**src/rtl/cic_pool_flatten.sv**
```systemverilog
// cic_pool_flatten
//   Downstream stage of the CIC convolution engine. Once started, it reads
//   both Layer 0 kernel maps (IMG_W x IMG_W) from the shared result memory,
//   applies a 2x2 stride-2 max-pool, writes each pooled value to its Layer 1
//   map (L1K0/L1K1), and writes the same value to the interleaved Layer 2
//   flatten vector (L2F).
//
// Ports
//   clk       rising-edge clock
//   reset     asynchronous reset, active-low
//   start     one-cycle pulse; accepted only in IDLE
//   busy      high from the cycle after start is accepted until done
//   done      one-cycle pulse after the final write
//   crd       result-memory read enable
//   caddr_rd  read address
//   cdata_rd  read data, valid one clock after crd/caddr_rd
//   cwr       result-memory write enable
//   caddr_wr  write address
//   cdata_wr  write data
//   csel      memory select (0 none, 1 L0K0, 2 L0K1, 3 L1K0, 4 L1K1, 5 L2F)
module cic_pool_flatten #(
  parameter int DW    = 20,
  parameter int AW    = 12,
  parameter int IMG_W = 64
) (
  input  logic          clk,
  input  logic          reset,
  input  logic          start,
  output logic          busy,
  output logic          done,
  output logic          crd,
  output logic [AW-1:0] caddr_rd,
  input  logic [DW-1:0] cdata_rd,
  output logic          cwr,
  output logic [AW-1:0] caddr_wr,
  output logic [DW-1:0] cdata_wr,
  output logic [2:0]    csel
);

  localparam int POOL_W = IMG_W / 2;
  localparam int CW     = $clog2(POOL_W);

  localparam logic [2:0] SEL_NONE = 3'b000;
  localparam logic [2:0] SEL_L0K0 = 3'b001;
  localparam logic [2:0] SEL_L0K1 = 3'b010;
  localparam logic [2:0] SEL_L1K0 = 3'b011;
  localparam logic [2:0] SEL_L1K1 = 3'b100;
  localparam logic [2:0] SEL_L2F  = 3'b101;

  typedef enum logic [3:0] {
    S_IDLE,
    S_RD0,
    S_RD1,
    S_RD2,
    S_RD3,
    S_CAP,
    S_WR1,
    S_WR2,
    S_FIN
  } state_t;

  state_t          state;
  logic            kern;
  logic [CW-1:0]   py;
  logic [CW-1:0]   px;
  logic [DW-1:0]   mx;

  logic            px_last;
  logic            py_last;
  logic            all_done;
  logic [CW-1:0]   nx_px;
  logic [CW-1:0]   nx_py;
  logic            nx_kern;
  logic [AW-1:0]   base_cur;
  logic [AW-1:0]   base_nx;
  logic [AW-1:0]   wr_idx;
  logic [AW-1:0]   l2f_addr;
  logic [DW-1:0]   rd_max;

  always_comb begin
    px_last  = &px;
    py_last  = &py;
    all_done = kern & px_last & py_last;
    nx_px    = px + 1'b1;
    nx_py    = px_last ? py + 1'b1 : py;
    nx_kern  = (px_last & py_last) ? ~kern : kern;
    // Top-left of the window: (2py)*IMG_W + 2px, i.e. {py,0,px,0} since
    // IMG_W is a power of two.
    base_cur = AW'({py, 1'b0, px, 1'b0});
    base_nx  = AW'({nx_py, 1'b0, nx_px, 1'b0});
    wr_idx   = AW'({py, px});
    l2f_addr = {wr_idx[AW-2:0], kern};
    // Strict compare: on a tie the value already held is kept.
    rd_max   = (cdata_rd > mx) ? cdata_rd : mx;
  end

  // Outputs are registered and loaded together with the state they belong
  // to, so each branch sets up the next state's memory command.
  always_ff @(posedge clk or negedge reset) begin
    if (!reset) begin
      state    <= S_IDLE;
      kern     <= 1'b0;
      py       <= '0;
      px       <= '0;
      mx       <= '0;
      busy     <= 1'b0;
      done     <= 1'b0;
      crd      <= 1'b0;
      cwr      <= 1'b0;
      csel     <= SEL_NONE;
      caddr_rd <= '0;
      caddr_wr <= '0;
      cdata_wr <= '0;
    end else begin
      case (state)
        S_IDLE: begin
          if (start) begin
            state    <= S_RD0;
            busy     <= 1'b1;
            crd      <= 1'b1;
            csel     <= kern ? SEL_L0K1 : SEL_L0K0;
            caddr_rd <= base_cur;
          end
        end
        S_RD0: begin
          state    <= S_RD1;
          caddr_rd <= base_cur + AW'(1);
        end
        S_RD1: begin
          state    <= S_RD2;
          mx       <= cdata_rd;
          caddr_rd <= base_cur + AW'(IMG_W);
        end
        S_RD2: begin
          state    <= S_RD3;
          mx       <= rd_max;
          caddr_rd <= base_cur + AW'(IMG_W + 1);
        end
        S_RD3: begin
          state <= S_CAP;
          mx    <= rd_max;
          crd   <= 1'b0;
          csel  <= SEL_NONE;
        end
        S_CAP: begin
          state    <= S_WR1;
          mx       <= rd_max;
          cwr      <= 1'b1;
          csel     <= kern ? SEL_L1K1 : SEL_L1K0;
          caddr_wr <= wr_idx;
          cdata_wr <= rd_max;
        end
        S_WR1: begin
          state    <= S_WR2;
          csel     <= SEL_L2F;
          caddr_wr <= l2f_addr;
        end
        S_WR2: begin
          cwr  <= 1'b0;
          px   <= nx_px;
          py   <= nx_py;
          kern <= nx_kern;
          if (all_done) begin
            state <= S_FIN;
            done  <= 1'b1;
            busy  <= 1'b0;
            csel  <= SEL_NONE;
          end else begin
            state    <= S_RD0;
            crd      <= 1'b1;
            csel     <= nx_kern ? SEL_L0K1 : SEL_L0K0;
            caddr_rd <= base_nx;
          end
        end
        S_FIN: begin
          state    <= S_IDLE;
          done     <= 1'b0;
          caddr_rd <= '0;
          caddr_wr <= '0;
          cdata_wr <= '0;
        end
        default: state <= S_IDLE;
      endcase
    end
  end

endmodule

```
**config.mk**
```make
export PLATFORM = sky130hd
export DESIGN_NAME = cic_pool_flatten
export DESIGN_NICKNAME = d
export VERILOG_FILES = /design/src/rtl/cic_pool_flatten.sv
export SDC_FILE = /design/constraint.sdc
export NUM_CORES = 1
export LEC_CHECK = 0
export ABC_AREA = 1
export CAP_MARGIN = 20
export CORE_MARGIN = 2
export CORE_UTILIZATION = 58
export DETAILED_ROUTE_END_ITERATION = 8
export GPL_ROUTABILITY_DRIVEN = 1
export PLACE_DENSITY = 0.85
export SLEW_MARGIN = 10
export SYNTH_ARGS = -nofsm -noshare
export SYNTH_HDL_FRONTEND = slang
export SYNTH_SLANG_ARGS = --single-unit
```
**constraint.sdc**
```tcl
create_clock -name clk -period 5.4 [get_ports clk]
set_input_delay 1.08 -clock clk [delete_from_list [all_inputs] [get_ports clk]]
set_output_delay 1.08 -clock clk [all_outputs]
set_load 0.02 [all_outputs]
```
# After elaboration in Yosys (flattened, before gate mapping)
# Cells that the tools add are included.
[word_totals] regBits=86 latch_bits=0 mem_bits_rw=0 mem_bits_ro=0 out_inout_bits=51 memories=0
[classes] addsub=5 multipliers=0 n_div=0 order_cmp=1 eq_ne=11 shift=0 muxes=26 n_bitwise=4 n_reduce_logical=18
[op_table] cell="20-bit one-hot mux with 2 select lines" count=2
[op_table] cell="12-bit one-hot mux with 6 select lines" count=1
[op_table] cell="12-bit one-hot mux with 3 select lines" count=1
[op_table] cell="4-bit one-hot mux with 8 select lines" count=1
[op_table] cell="12-bit by 7-bit adder with 12-bit output, second input constant" count=2
[op_table] cell="12-bit two-way mux" count=2
[op_table] cell="20-bit > comparator" count=1
[op_table] cell="20-bit two-way mux" count=1
[op_table] cell="4-bit by 3-bit equality test with 1-bit output, second input constant" count=4
[op_table] cell="3-bit one-hot mux with 5 select lines" count=1
[op_table] cell="12-bit by 1-bit adder with 12-bit output, second input constant" count=1
[op_table] cell="5-bit by 1-bit adder with 5-bit output, second input constant" count=2
[op_table] cell="5-bit AND reduction" count=2
[op_table] cell="2-bit nonzero test" count=5
[op_table] cell="3-bit AND reduction" count=3
[op_table] cell="4-bit by 2-bit equality test with 1-bit output, second input constant" count=2
[op_table] cell="4-bit two-way mux" count=2
[op_table] cell="2-bit two-way mux" count=3
[op_table] cell="3-bit two-way mux" count=2
[op_table] cell="2-bit != test, second input constant" count=3
[op_table] cell="1-bit one-hot mux with 2 select lines" count=3
[op_table] cell="3-bit nonzero test" count=2
[op_table] cell="6-bit nonzero test" count=1
[op_table] cell="1-bit two-way mux" count=5
[op_table] cell="other kinds (10)" count=13

# Logic depth before layout (Yosys ltp)
[logic_depth] word_depth=6 mapped_depth=15 ltp_nobuf=14

# Least setup slack after synthesis
# No wires, ideal clock.
[synth_path] path_type="input to register" start="input port cdata_rd[19]" end="register cdata_wr[0]" setup_time_ps=118 arrival_time_ps=2294 slack_ps=2988 stages=11 path_buffers=1 path_cell_list="ha_1 -> nand2_1 -> nor2_1 -> nand2_1 -> nor2_1 -> nand2_1 -> nand3_1 -> buf_2 -> nand3_1 -> nand3_1 -> nand2_1"
[synth_via] elab_chain_cells=3
[synth_rtl] element="start, declared" line="33" source="input logic [DW-1:0] cdata_rd,"
[synth_rtl] element="20-bit > comparator" line="94" source="rd_max = (cdata_rd > mx) ? cdata_rd : mx;"
[synth_rtl] element="20-bit two-way mux" line="94"
[synth_rtl] element="20-bit one-hot mux with 2 select lines" line="115" source="case (state)"
[synth_rtl] element="end signal, assigned" line="151" source="cdata_wr <= rd_max;"
[synth_rtl] element="end, declared" line="36" source="output logic [DW-1:0] cdata_wr,"
# Every way passes these cells.
# A chain may end at the register's enable or synchronous reset.

# Final worst setup path
[layout_path] start="input port cdata_rd[19]" end="register mx[13]"
[layout_via] elab_chain_cells=3
[layout_rtl] element="20-bit > comparator" line="94"
[layout_rtl] element="20-bit two-way mux" line="94"
[layout_rtl] element="20-bit one-hot mux with 2 select lines" line="115"
[layout_rtl] element="end signal, assigned" line="131" source="mx <= cdata_rd;"
[layout_rtl] element="end signal, assigned" line="136" source="mx <= rd_max;"
[layout_rtl] element="end signal, assigned" line="141" source="mx <= rd_max;"
[layout_rtl] element="end, declared" line="66" source="logic [DW-1:0] mx;"
# Every way passes these cells.

==> impl_metrics.csv <==
group,metric,value,unit
run_status,status,"completed",
clock_tree,buffers_inserted_by_post_cts_timing_repair,0,
power_and_ir_drop,swShare,45.7,%
logic_synthesis,synthesis.nets,635,
logic_synthesis,async_reset_ff_share,100,%
drt,detail_route.drc_violations,0,
worst_setup_path,cp-start-kind,"primary input",
timing,timing.slew.headroom,43.7,%
power_and_ir_drop,power.share.combinational,55.3,%
logic_synthesis,synth.yosys.warnings,0,
cells_and_area,antennaDiodeCount,0,
floorplanning,die-height,93.3,um
timing,finalCritPeriodShare,71.7,%
global_routing,grt_max_degree,86,
global_routing,via_count_of_the_first_global_routing_pass,4178,
floorplanning,start_util,59.8,%
logic_synthesis,netlist.top_cell.by_area,"dfrtp_1",
power_and_ir_drop,seq_power_share,30.9,%
drt,detail_route.first_pass.iterations,4,
floorplanning,core_area,7730,um2
clock_tree,post_cts_resized,0,
timing,max_clock_freq,258,MHz
worst_setup_path,worst_r2r_endpoint,"mx[13]",
worst_setup_path,cp.buffers_inverters,1,
drt,routed_wirelength,11.0,mm
logic_synthesis,yosysMostFrequentCell,"nand2_1",
logic_synthesis,synth-edff-count,0,
logic_synthesis,postSynthAreaPerCell,7.86,um2
logic_synthesis,syn_area,4620,um2
worst_setup_path,worst_ep_required_time,5.65,ns
logic_synthesis,post_synth_inst_count,588,
worst_setup_path,reg2reg_setup_slack,2.31,ns
floorplanning,floorplan.die_area,8700,um2
logic_synthesis,synth_sequential_area_ratio,46.0,%
logic_synthesis,synth.top_cells.by_area,"dfrtp_1 46%, nand2_1 11%, inv_1 8.9%",
drt,wl_per_cell,14.5,um
worst_setup_path,critical_path.max_fanout,21,
timing,setup_total_negative_slack,0,ns
power_and_ir_drop,psw,1530,uW
timing,holdWs,0.482,ns
clock_tree,cts_root_buf,"clkbuf_8",
worst_setup_path,crit_top_cell,"nand2_1",
floorplanning,placement_rows,32,
power_and_ir_drop,cellLeakagePower,0.00288,uW
drt,first_iter_violations,229,
timing,final_max_slew_viol_count,0,
logic_synthesis,synth_top_area_share,46.0,%
clock_tree,cts_tree,"done",
min_path,worstHoldEndpoint,"state[1]",
cells_and_area,drive_gt1_share,4.73,%
worst_setup_path,timing.critical_path.arrival,4.12,ns
logic_synthesis,synth_ff_type,"dfrtp_1",
global_routing,global_route.overflow_total,0,
worst_setup_path,critical-path-top-delay-family,"simple AND/OR/NAND/NOR gates",
place,gp_congestion,0.828,
clock_tree,clock_insertion_delay_worst_skew,0.37,ns
logic_synthesis,synth.ff_latch_count,85,
cells_and_area,n_fill_cell,565,
clock_tree,max-clock-path-buffers,2,
logic_synthesis,synth.distinct_cells,34,
clock_tree,worst_setup_hold_path_clk_slew,0.09,ns
cells_and_area,syn_to_layout_area_delta,21.5,%
worst_setup_path,worstReg2RegStart,"mx[19]",
floorplanning,floorplan.die.width,93.3,um
timing,worst_clock_skew,0.0122,ns
global_routing,grt_antenna_before_repair,0,
power_and_ir_drop,power.total,3350,uW
worst_setup_path,crit_chain,"clkdlybuf4s50_1, ha_1, a21oi_1, nand2_1, a21oi_1, nand3_1, nand2_1, nand2_1, nand3_1, nand2_1",
place,placed_cells_incl_taps,741,
worst_setup_path,cp-end-kind,"flip-flop",
place,detailedPlacementHpwl,7.62,mm
timing,timing.final.setup_violations,0,
drt,drtAntennaViolNets,0,
worst_setup_path,critical-path-max-stage-delay,0.85,ns
worst_setup_path,critical_path_class,"primary input to flip-flop",
floorplanning,io-pin-count,74,
global_routing,grt_pass1_wl,18.7,mm
cells_and_area,layout.nets,698,
flow_run,cap_viol_max_count,0,
min_path,min_delay_path_depth,1,
power_and_ir_drop,max_vdd_drop,0.000362,V
cells_and_area,finalCoreUtilization,72.6,%
timing,worst-slew-pin-transition,0.843,ns
clock_tree,holdBufCountCts,0,
power_and_ir_drop,power_per_cell_area,596,nW/um2
worst_setup_path,worst-r2r-cell-count,10,
worst_setup_path,cpMaxStageDelayCell,"nand2_1",
power_and_ir_drop,clockPowerShare,13.8,%
timing,rsz_0062_raised_after_global_routing,"no",
timing,final_critical_period,3.87,ns
cells_and_area,instances_no_fill,758,
clock_tree,htree_levels,3,
drt,average_vias_per_placed_instance,5.57,
min_path,worstHoldPathType,"flip-flop to flip-flop",
drt,dr_total_vias,4222,
clock_tree,clkSinkCount,85,
logic_synthesis,post_synth_most_frequent_cells,"140 x nand2_1, 110 x inv_1, 85 x dfrtp_1",
global_routing,global_route.usage.total,26.9,%
place,port_buffers,72,
clock_tree,numCtsBuffers,9,
power_and_ir_drop,internal_power,1820,uW
timing,report.final.hold_viol_count,0,
min_path,hold_start,"state[3]",
-- layout by cell type, fill, tap and decap left out, drive strengths merged, types with 10 or more instances in the layout --
master / n
o221ai: 10
nand2: 143
a21oi: 11
nor2: 29
inv: 113
dfrtp: 85
o22ai: 21
ha: 24
clkbuf: 10
clkdlybuf4s50: 71
nand3: 77
o21ai: 21
-- power groups by stage --
| stage | Clock, uW | Sequential, uW | Combinational, uW |
|---|---|---|---|
| final | 462 | 1030 | 1850 |
| after global routing | 492 | 1060 | 2060 |
| after CTS | 465 | 1030 | 1840 |
| after detailed placement | 0 | 1050 | 1830 |
| after global placement | 0 | 1030 | 1760 |
| after floorplan | 0 | 1200 | 1070 |
-- sequential cells by signal (all words and copies together) (netlist names), 3 cells and up --
register / flops
py: 5
state: 4
csel: 3
mx: 20
caddr_wr: 11
cdata_wr: 20
caddr_rd: 12
px: 5
-- final cells by class --
cell class | instances | area, um2 | share of cell area (%)
clock inverters | 6 | 71.3 | 1.27
multi-input cells | 366 | 1960 | 35.0
clock buffers | 10 | 128 | 2.27
inverters | 112 | 420 | 7.49
flip-flops and latches | 85 | 2130 | 37.9
well taps | 102 | 128 | 2.27
repair buffers | 77 | 776 | 13.8
-- routing by layer --
layer | wire [um] | vias up | track usage, %
li1 | - | 2038 | -
met1 | 4530 | 1988 | 33.0
met2 | 5560 | 167 | 46.6
met3 | 659 | 29 | 5.00
met4 | 243 | 0 | 10.8
met5 | 0 | - | 0
-- worst max-delay path by stage --
stage	slack, ns	endpoint	cells after the start	startpoint
final	1.53	mx[13]	10	cdata_rd[19]
after detailed placement	1.19	mx[14]	10	cdata_rd[19]
after CTS	1.57	mx[13]	10	cdata_rd[19]
after global routing	1.26	cdata_wr[16]	12	cdata_rd[19]
after floorplan	2.99	cdata_wr[0]	11	cdata_rd[19]
after global placement	1.35	cdata_wr[16]	12	cdata_rd[19]
-- through the flow --
stage / instance area (um2) / setup slack (ns)
2_1_floorplan: 4620 / 2.99
3_3_place_gp: 5390 / 1.35
3_5_place_dp: 5390 / 1.19
4_1_cts: 5590 / 1.57
5_1_grt: 5610 / 1.26
6_report: 5610 / 1.53
-- cell families (layout without fill, tap and decap cells) --
| family | after synthesis | after routing | synth area share, % |
|---|---|---|---|
| AO/OA/AOI/OAI | 83 | 83 | 11.9 |
| flip-flops | 85 | 85 | 46.0 |
| adder cells (fa/ha/maj) | 24 | 24 | 6.50 |
| buffers and inverters | 137 | 205 | 11.6 |
| other | 1 | 1 | 0.0812 |
| AND/OR/NAND/NOR | 258 | 258 | 23.9 |
Note: power is estimated with default switching activity, not from simulation.
==> RTL change: new RTL, config.mk and constraints unchanged <==
Register the inputs `start` and `cdata_rd` before use, with the module's reset. The logic sees them one clock later. Comments in the files are not updated.
--- a/src/rtl/cic_pool_flatten.sv
+++ b/src/rtl/cic_pool_flatten.sv
@@ -60,4 +60,17 @@
   } state_t;
 
+  logic start_q;
+  logic [DW-1:0] cdata_rd_q;
+
+  always_ff @(posedge clk or negedge reset) begin
+    if (!reset) begin
+      start_q    <= '0;
+      cdata_rd_q <= '0;
+    end else begin
+      start_q    <= start;
+      cdata_rd_q <= cdata_rd;
+    end
+  end
+
   state_t          state;
   logic            kern;
@@ -92,5 +105,5 @@
     l2f_addr = {wr_idx[AW-2:0], kern};
     // Strict compare: on a tie the value already held is kept.
-    rd_max   = (cdata_rd > mx) ? cdata_rd : mx;
+    rd_max   = (cdata_rd_q > mx) ? cdata_rd_q : mx;
   end
 
@@ -115,5 +128,5 @@
       case (state)
         S_IDLE: begin
-          if (start) begin
+          if (start_q) begin
             state    <= S_RD0;
             busy     <= 1'b1;
@@ -129,5 +142,5 @@
         S_RD1: begin
           state    <= S_RD2;
-          mx       <= cdata_rd;
+          mx       <= cdata_rd_q;
           caddr_rd <= base_cur + AW'(IMG_W);
         end
Function: changed (a bounded check fails within 4 cycles, from zero or initial values and one cycle with reset low).
==> RTL change against the unedited design <==
Synthesized area grew 11%; sequential cell count grew 21; routed wire length grew 7.5%; design area grew 8.4%; total power grew 3.5%; setup slack gained 0.49 ns; sequential power grew 17%.
==> RTL change: results (changes against the unedited design) <==
| Metric | Value |
|---|---|
| Gpl congestion | `0.9045 (+9.2%)` |
| CP Launch Type | `flip-flop` |
| PostCTS Resize Cnt | `0 (unchanged)` |
| Initial detailed-routing violation count | `241 (+5.2%)` |
| Final HPWL from detailed placement | `8402 microns (+10%)` |
| Initial antenna violation count | `0 (unchanged)` |
| Mux contribution to synthesized area | `0% (unchanged)` |
| Distinct cells, synth | `38 (+12%)` |
| FFs w/ async S/R, synth | `100.0% (unchanged)` |
| Seq/Total Area, Yosys | `51.56% (+5.5 points)` |
| Later-pin clock latency in the skew report | `0.37 ns (about the same)` |
| N_diodes | `0 (unchanged)` |
| Pin count of the biggest net entering global routing | `71 (-17%)` |
| Largest registers | `cdata_rd_q x20, cdata_wr x20, mx x20` |
| Worst reg2reg endpoint | `mx[16]` |
| Reg2Reg Setup Slack | `2.01 ns (-0.30 ns)` |
| Post-synthesis compound-gate area fraction | `14.01% (+2.1 points)` |
| Number of nets in the layout | `688 (-1.4%)` |
| Initial DRT Pass Iterations | `5 (+1)` |
| FF-to-FF path depth | `10 (unchanged)` |
| Crit. End Element | `flip-flop` |
| Switching Power | `1.559 mW (+2.0%)` |
| Vias in the first global route | `4227 (+1.2%)` |
| Ratio of cells with drive above 1 in the final layout | `6.192% (+1.5 points)` |
| Static leakage | `3.009 nW (+4.6%)` |
| Synth Net Count | `625 (-1.6%)` |
| Hold path cells | `2 (+1)` |
| Top cells by count, synth | `142 x nand2_1, 106 x dfrtp_1, 74 x inv_1` |
| Fillers | `668 (+18%)` |
| WL final | `11820 microns (+7.5%)` |
| First-pass GRT wire length | `20030 microns (+7.2%)` |
| Worst vdd ir | `330.6 uV (-8.6%)` |
| DR vias/cell | `5.720 (+2.7%)` |
| FF-to-FF Start | `cdata_rd_q[19]` |
| Worst-margin pin slew | `0.9156 ns (+0.07284 ns)` |
| Synth top area cells | `dfrtp_1 52%, nand2_1 10%, ha_1 5.8%` |
| Post-Synth Adder-Cell Area | `5.837% (-0.66 points)` |
| CP arrival | `3.64 ns (-0.48 ns)` |
| Setup repair bufs after CTS | `0 (unchanged)` |
| Layout Skew | `0.01335 ns (+0.001168 ns)` |
| Clock buffer depth | `2 (unchanged)` |
| Status | `finished, final reports clean` |
| Gr usage total | `25.81% (-1.1 points)` |
RTL change: changes by cell type in the layout (fill, tap and decap cells not counted), moves of 4 or more:
cell,delta
o21ai_0,+16
dfrtp_1,+21
nand3b_1,+4
nand3_1,-27
a31oi_2,+5
inv_1,-36
o22ai_1,-6
o21bai_1,+16
RTL change: cell type report:
class                      instances  area [sq um]  area share [%]
sequential                       106          2653           43.61
multi-input combinational        371          2071           34.05
timing repair buffer              74         733.2           12.06
inverter                          79         306.5           5.040
tap                              108         135.1           2.222
clock buffer                      10         127.6           2.098
clock inverter                     6         56.30          0.9257
RTL change: layer usage:
layer | vias up | GRT usage (%) | wire, microns
li1 | 2036 | - | -
met1 | 2085 | 34.93 | 4980
met2 | 174 | 41.83 | 5876
met3 | 18 | 6.084 | 775
met4 | 0 | 8.008 | 189
met5 | - | 0 | 0
RTL change: kinds of logic after synthesis:
logic type / count (synthesis)
adder cells (fa/ha/maj): 24
AO/OA/AOI/OAI: 109
other: 1
flip-flops: 106
AND/OR/NAND/NOR: 237
buffers and inverters: 101
RTL change: critical path, cell delays in order (launching register included):
cell     delay, ns
dfrtp_1       0.41
ha_1          0.32
nand2_1       0.08
nor2_1        0.14
nand2_1       0.08
nor2_1        0.14
nand4_1       0.72
nand2_1       0.96
nand2_1       0.19
nand3_1       0.14
nand3_1       0.09
RTL change: worst min-delay path by stage:
| stage | endpoint | startpoint |
|---|---|---|
| finish | caddr_rd[6] | caddr_rd[6] |
| global placement | caddr_rd[6] | caddr_rd[6] |
| global route | cdata_wr[9] | cdata_wr[9] |
| CTS | caddr_rd[6] | caddr_rd[6] |
| detailed placement | caddr_rd[6] | caddr_rd[6] |
| floorplan | mx[15] | mx[15] |
RTL change: metrics by stage:
step                      utilization [%]  hold WS, ns  instance area [sq um]  std cells  setup WS (ns)
final                               70.08       0.4859                   6082        754          2.015
after global routing                70.08       0.5257                   6082        754          1.661
after CTS                           70.08       0.4855                   6082        754          2.071
after detailed placement            67.96       0.4607                   5898        738          2.102
after global placement              67.96       0.4574                   5898        738          2.220
after floorplan                         -       0.4652                   5145        578          3.431
RTL change: power by group through the flow:
stage / clock (mW) / sequential [mW] / combinational, mW
floorplan: 0 / 1.35 / 1.06
CTS: 0.472 / 1.20 / 1.80
finish: 0.467 / 1.20 / 1.80
detailed placement: 0 / 1.21 / 1.78
global route: 0.507 / 1.23 / 1.99
global placement: 0 / 1.20 / 1.71
